<file path="config.mk">
export PLATFORM = sky130hd
export DESIGN_NAME = johnson_gray_sequencer
export DESIGN_NICKNAME = d
export VERILOG_FILES = /design/src/rtl/johnson_pkg.sv /design/src/rtl/johnson_to_gray.sv /design/src/rtl/johnson_gray_sequencer.sv
export SDC_FILE = /design/constraint.sdc
export NUM_CORES = 1
export LEC_CHECK = 0
export ABC_AREA = 1
export CAP_MARGIN = 20
export CORE_MARGIN = 5
export CORE_UTILIZATION = 53
export DETAILED_ROUTE_END_ITERATION = 7
export DONT_BUFFER_PORTS = 1
export PLACE_DENSITY = 0.69
export RECOVER_POWER = 100
export SYNTH_ARGS = -nofsm -noshare
export SYNTH_HDL_FRONTEND = slang
export SYNTH_SLANG_ARGS = --single-unit
</file>
<file path="constraint.sdc">
create_clock -name clk -period 1.29 [get_ports clk]
set_input_delay 0.387 -clock clk [delete_from_list [all_inputs] [get_ports clk]]
set_output_delay 0.387 -clock clk [all_outputs]
set_load 0.005 [all_outputs]
</file>
<file path="src/rtl/johnson_pkg.sv">
// Shared constants, state encoding and Johnson-code helpers for the
// Johnson/Gray sequencer slice.
package johnson_pkg;

  localparam int JOHNSON_W = 4;
  localparam int GRAY_W    = 3;

  typedef enum logic [1:0] {
    IDLE,
    RUN,
    RECOVER
  } seq_state_t;

  function automatic logic is_legal_johnson(input logic [JOHNSON_W-1:0] code);
    case (code)
      4'b0000, 4'b0001, 4'b0011, 4'b0111,
      4'b1111, 4'b1110, 4'b1100, 4'b1000: return 1'b1;
      default:                            return 1'b0;
    endcase
  endfunction

  // Illegal codes report phase 0; they never live in the register for long.
  function automatic logic [2:0] johnson_idx(input logic [JOHNSON_W-1:0] code);
    case (code)
      4'b0000: return 3'd0;
      4'b0001: return 3'd1;
      4'b0011: return 3'd2;
      4'b0111: return 3'd3;
      4'b1111: return 3'd4;
      4'b1110: return 3'd5;
      4'b1100: return 3'd6;
      4'b1000: return 3'd7;
      default: return 3'd0;
    endcase
  endfunction

endpackage

</file>
<file path="src/rtl/johnson_to_gray.sv">
// 4-bit Johnson to 3-bit Gray converter: g2 = j3, g1 = j1, g0 = j0 ^ j2,
// built in the selected gate basis (AND/OR/NOT, NOR-only or NAND-only).
module johnson_to_gray
  import johnson_pkg::*;
#(
  parameter string REALIZATION = "MDNF"
) (
  input  logic [JOHNSON_W-1:0] j,
  output logic [GRAY_W-1:0]    g
);

  if (REALIZATION == "PIRS") begin : g_pirs
    logic nj0, nj1, nj2, nj3, n1, n2, nx;
    assign nj0  = ~(j[0] | j[0]);
    assign nj1  = ~(j[1] | j[1]);
    assign nj2  = ~(j[2] | j[2]);
    assign nj3  = ~(j[3] | j[3]);
    assign n1   = ~(j[0] | nj2);
    assign n2   = ~(nj0 | j[2]);
    assign nx   = ~(n1 | n2);
    assign g[0] = ~(nx | nx);
    assign g[1] = ~(nj1 | nj1);
    assign g[2] = ~(nj3 | nj3);
  end else if (REALIZATION == "SHEFFER") begin : g_sheffer
    logic m, a, b, nj1, nj3;
    assign m    = ~(j[0] & j[2]);
    assign a    = ~(j[0] & m);
    assign b    = ~(j[2] & m);
    assign g[0] = ~(a & b);
    assign nj1  = ~(j[1] & j[1]);
    assign nj3  = ~(j[3] & j[3]);
    assign g[1] = ~(nj1 & nj1);
    assign g[2] = ~(nj3 & nj3);
  end else begin : g_mdnf
    assign g[0] = (j[0] & ~j[2]) | (~j[0] & j[2]);
    assign g[1] = j[1];
    assign g[2] = j[3];
  end

endmodule

</file>
<file path="src/rtl/johnson_gray_sequencer.sv">
// Johnson counter sequencer with start/stop, direction, prescaled stepping,
// synchronous loads and recovery from illegal load codes.
module johnson_gray_sequencer
  import johnson_pkg::*;
#(
  parameter string REALIZATION = "MDNF",
  parameter int    STEP_DIV    = 1
) (
  input  logic                 clk,
  input  logic                 rst,
  input  logic                 start,
  input  logic                 stop,
  input  logic                 dir,
  input  logic                 load,
  input  logic [JOHNSON_W-1:0] load_val,
  output logic [JOHNSON_W-1:0] j,
  output logic [GRAY_W-1:0]    g,
  output logic [2:0]           idx,
  output logic                 running,
  output logic                 wrap,
  output logic                 err
);

  localparam int PW = (STEP_DIV > 1) ? $clog2(STEP_DIV) : 1;
  localparam logic [PW-1:0] PRESC_LAST = PW'(STEP_DIV - 1);

  seq_state_t state, state_nxt;
  seq_state_t ret_state, ret_nxt;
  logic [PW-1:0] presc, presc_nxt;
  logic [JOHNSON_W-1:0] j_nxt;
  logic wrap_nxt;
  logic step_due;

  always_ff @(posedge clk) begin
    if (rst) begin
      state     <= IDLE;
      ret_state <= IDLE;
      presc     <= '0;
      j         <= '0;
      wrap      <= 1'b0;
    end else begin
      state     <= state_nxt;
      ret_state <= ret_nxt;
      presc     <= presc_nxt;
      j         <= j_nxt;
      wrap      <= wrap_nxt;
    end
  end

  // Stop/start still act alongside a load; the load only pre-empts the step.
  always_comb begin
    state_nxt = state;
    ret_nxt   = ret_state;
    presc_nxt = presc;
    j_nxt     = j;
    wrap_nxt  = 1'b0;
    step_due  = 1'b0;
    err       = 1'b0;

    case (state)
      IDLE: begin
        presc_nxt = '0;
        if (start && !stop) state_nxt = RUN;
      end
      RUN: begin
        if (stop) begin
          state_nxt = IDLE;
          presc_nxt = '0;
        end else if (presc == PRESC_LAST) begin
          presc_nxt = '0;
          step_due  = 1'b1;
        end else begin
          presc_nxt = presc + 1'b1;
        end
      end
      RECOVER: begin
        j_nxt     = '0;
        presc_nxt = '0;
        state_nxt = ret_state;
      end
      default: state_nxt = IDLE;
    endcase

    if (step_due) begin
      if (dir) begin
        j_nxt    = {~j[0], j[3:1]};
        wrap_nxt = (j == 4'b0000);
      end else begin
        j_nxt    = {j[2:0], ~j[3]};
        wrap_nxt = (j == 4'b1000);
      end
    end

    // An illegal load parks the register at 0000 for one RECOVER cycle and
    // remembers where to go afterwards.
    if (load) begin
      wrap_nxt  = 1'b0;
      presc_nxt = '0;
      if (is_legal_johnson(load_val)) begin
        j_nxt = load_val;
      end else begin
        err       = !rst;
        j_nxt     = '0;
        ret_nxt   = state_nxt;
        state_nxt = RECOVER;
      end
    end
  end

  assign running = (state == RUN);
  assign idx     = johnson_idx(j);

  johnson_to_gray #(
    .REALIZATION(REALIZATION)
  ) u_j2g (
    .j(j),
    .g(g)
  );

endmodule

</file>
==> impl_metrics.env <==
export IMPL_critPathCaptureType="primary output"
export IMPL_first_iter_violations=5
export IMPL_core_um2=1320
export IMPL_maxCapViolations=0
export IMPL_synth_seq_cells=12
export IMPL_p_int_uw=566
export IMPL_vias_per_cell=5.23
export IMPL_synth_ff_type="dfxtp_1"
export IMPL_ys_top_cells_by_area="dfxtp_1 33%, nand2_1 14%, nand3_1 12%, inv_1 9.7%, nand2_2 5.9%"
export IMPL_grt_overflow=0
export IMPL_cts_tree="yes"
export IMPL_p_sw_share_pct=28.3
export IMPL_finalSetupViolations=0
export IMPL_ant_nets=0
export IMPL_numClockSinks=12
export IMPL_die_y_um=47.3
export IMPL_combPwrFrac_pct=20.8
export IMPL_critPathLaunchType="flop"
export IMPL_power_uw=790
export IMPL_avgSynthCellArea_um2=6.53
export IMPL_power_switching_uw=224
export IMPL_clkPwrFrac_pct=27.8
export IMPL_crit_arrival_ps=890
export IMPL_antenna_cells=0
export IMPL_async_flop_share_pct=0
export IMPL_final_layout_size_suffix_gt1_share_pct=35.0
export IMPL_min_from="load"
export IMPL_cts_htree_levels=1
export IMPL_crit_fanout=2
export IMPL_num_rows=13
export IMPL_syn_nets=123
export IMPL_cts_buffers=3
export IMPL_rrSetupSlack_ps=9
export IMPL_synth_most_common_cell="nand2_1"
export IMPL_wl_per_cell_um=12.4
export IMPL_min_period_over_period_pct=99.3
export IMPL_p_leak_nw=0.420
export IMPL_rr_endpoint="idx[0]"
export IMPL_cts_max_path_buffers=2
export IMPL_wirelength_mm=1.68
export IMPL_synth_top_cells_by_count="27 x nand2_1, 19 x inv_1, 17 x nand3_1"
export IMPL_worstHoldPathCells=1
export IMPL_port_buffers=0
export IMPL_netlist_instances=113
export IMPL_rsz0062_at_grt="true"
export IMPL_root_buffer="clkbuf_4"
export IMPL_hold_viol_final=0
export IMPL_dpl_hpwl_mm=1.26
export IMPL_yosys_area_top_type="dfxtp_1"
export IMPL_fmax_mhz=780
export IMPL_worstMarginPinSlew_ps=320
export IMPL_drv_slew=0
export IMPL_gp_congestion=0.871
export IMPL_die_w_um=47.3
export IMPL_antenna_found_initial=0
export IMPL_route_detailed_drc=0
export IMPL_clk_latency_ps=270
export IMPL_start_util_pct=56.0
export IMPL_maxSlewHeadroom_pct=78.1
export IMPL_worstPathRequired_ps=900
export IMPL_status="finished clean"
export IMPL_power_density_nw_per_um2=896
export IMPL_firstDrtPassIters=4
export IMPL_rr_startpoint="j[2]"
export IMPL_skew_ps=5.75
export IMPL_path_clk_slew_ps=70
export IMPL_whs_endpoint="wrap"
export IMPL_grt_max_degree=12
export IMPL_yosys_warnings=0
export IMPL_hold_class="input pin to flop"
export IMPL_nets=132
export IMPL_syn_area_um2=738
export IMPL_synth_yosys_seq_area_share_pct=32.5
export IMPL_seqPwrFrac_pct=51.3
export IMPL_vias=706
export IMPL_grt_pass1_wl_mm=2.49
export IMPL_synth_edf_count=0
export IMPL_grt_usage_pct=15.5
export IMPL_peakVddDrop_uv=672
export IMPL_area_growth_pct=19.5
export IMPL_path_class="flop to primary output"
export IMPL_cts_hold_buf=0
export IMPL_synth_cell_types=20
export IMPL_grt_pass1_vias=652
export IMPL_nFillCells=119
export IMPL_rr_worst_depth=10
export IMPL_synth_top_area_share_pct=32.5
export IMPL_dieArea_um2=2240
export IMPL_fin_crit_ps=1280
export IMPL_io_pins=23
export IMPL_whs_ps=203
power groups by stage:
stage | Sequential [mW] | Clock [mW] | Combinational [mW]
floorplan | 0.412 | 0 | 0.112
global placement | 0.415 | 0 | 0.127
detailed placement | 0.415 | 0 | 0.129
CTS | 0.405 | 0.225 | 0.142
global route | 0.408 | 0.240 | 0.182
finish | 0.405 | 0.220 | 0.165
worst max-delay path, stage by stage (launching register included):
cell     delay [ps]
dfxtp_4         350
buf_6           120
xor2_2          160
cell usage in the layout, fill, tap and decap left out, types with 2 or more instances in the layout:
cell       n
clkbuf_4   3
nand3_1   14
a21oi_1    3
nand3_4    2
nand3_2    3
a21oi_2    2
buf_4      7
o21ai_1    2
dfxtp_2    2
o21ai_0    3
inv_1     15
nand2_1   22
dfxtp_1    9
nor2_4     2
nand2_2   11
inv_2      4
nor2_1     6
flip-flops by register name, indices dropped and copies added, names as in the netlist:
signal     flops
state          2
idx            3
j              4
ret_state      2
wrap           1
per-layer routing:
layer	up-vias	global-route usage, %	routed length, um
met3	6	5.75	96
met5	-	0	0
met2	20	26.5	839
met1	313	18.1	701
met4	0	4.42	41
li1	367	-	-
metrics by stage:
step	utilization [%]	cells	TNS [ps]	setup WS [ps]	cell area [um2]
after floorplan	-	113	0	44.8	738
after global placement	57.5	128	-30.7	-30.7	757
after detailed placement	57.5	128	-100	-73.7	757
after CTS	62.1	132	-6.93	-6.93	818
after global routing	67.0	135	-206	-76.0	882
final	67.0	135	0	8.69	882
final cells by class:
cell class                 instances  area, um2  area share [%]
timing repair buffer               8       63.8            7.23
inverter                          21       80.1            9.08
clock buffer                       3       22.5            2.55
sequential                        12        246            27.9
tap                               15       18.8            2.13
multi-input combinational         76        450            51.1
how the worst max path moves through the flow:
| stage | endpoint | from |
|---|---|---|
| 2_1_floorplan | idx[0] | dir |
| 3_3_place_gp | err | load_val[1] |
| 3_5_place_dp | err | load_val[1] |
| 4_1_cts | idx[0] | state[1] |
| 5_1_grt | idx[2] | j[3] |
| 6_report | g[0] | j[2] |
what timing repair did:
action	in CTS	in global routing
buffers inserted	1	3
endpoints found under the hold margin	0	0
endpoints found under the setup margin	4	5
gates resized for setup	10	13
pin swaps	1	9
cell families after synthesis:
kind of cell              count (synthesis)  share of synthesized area (%)
buffers and inverters                    25                           14.9
AOI/OAI and AO/OA                        12                           10.0
DFF                                      12                           32.5
and+or+nand+nor                          63                           41.4
xor gates and xnor gates                  1                           1.19
(Power assumes the default switching activity.)
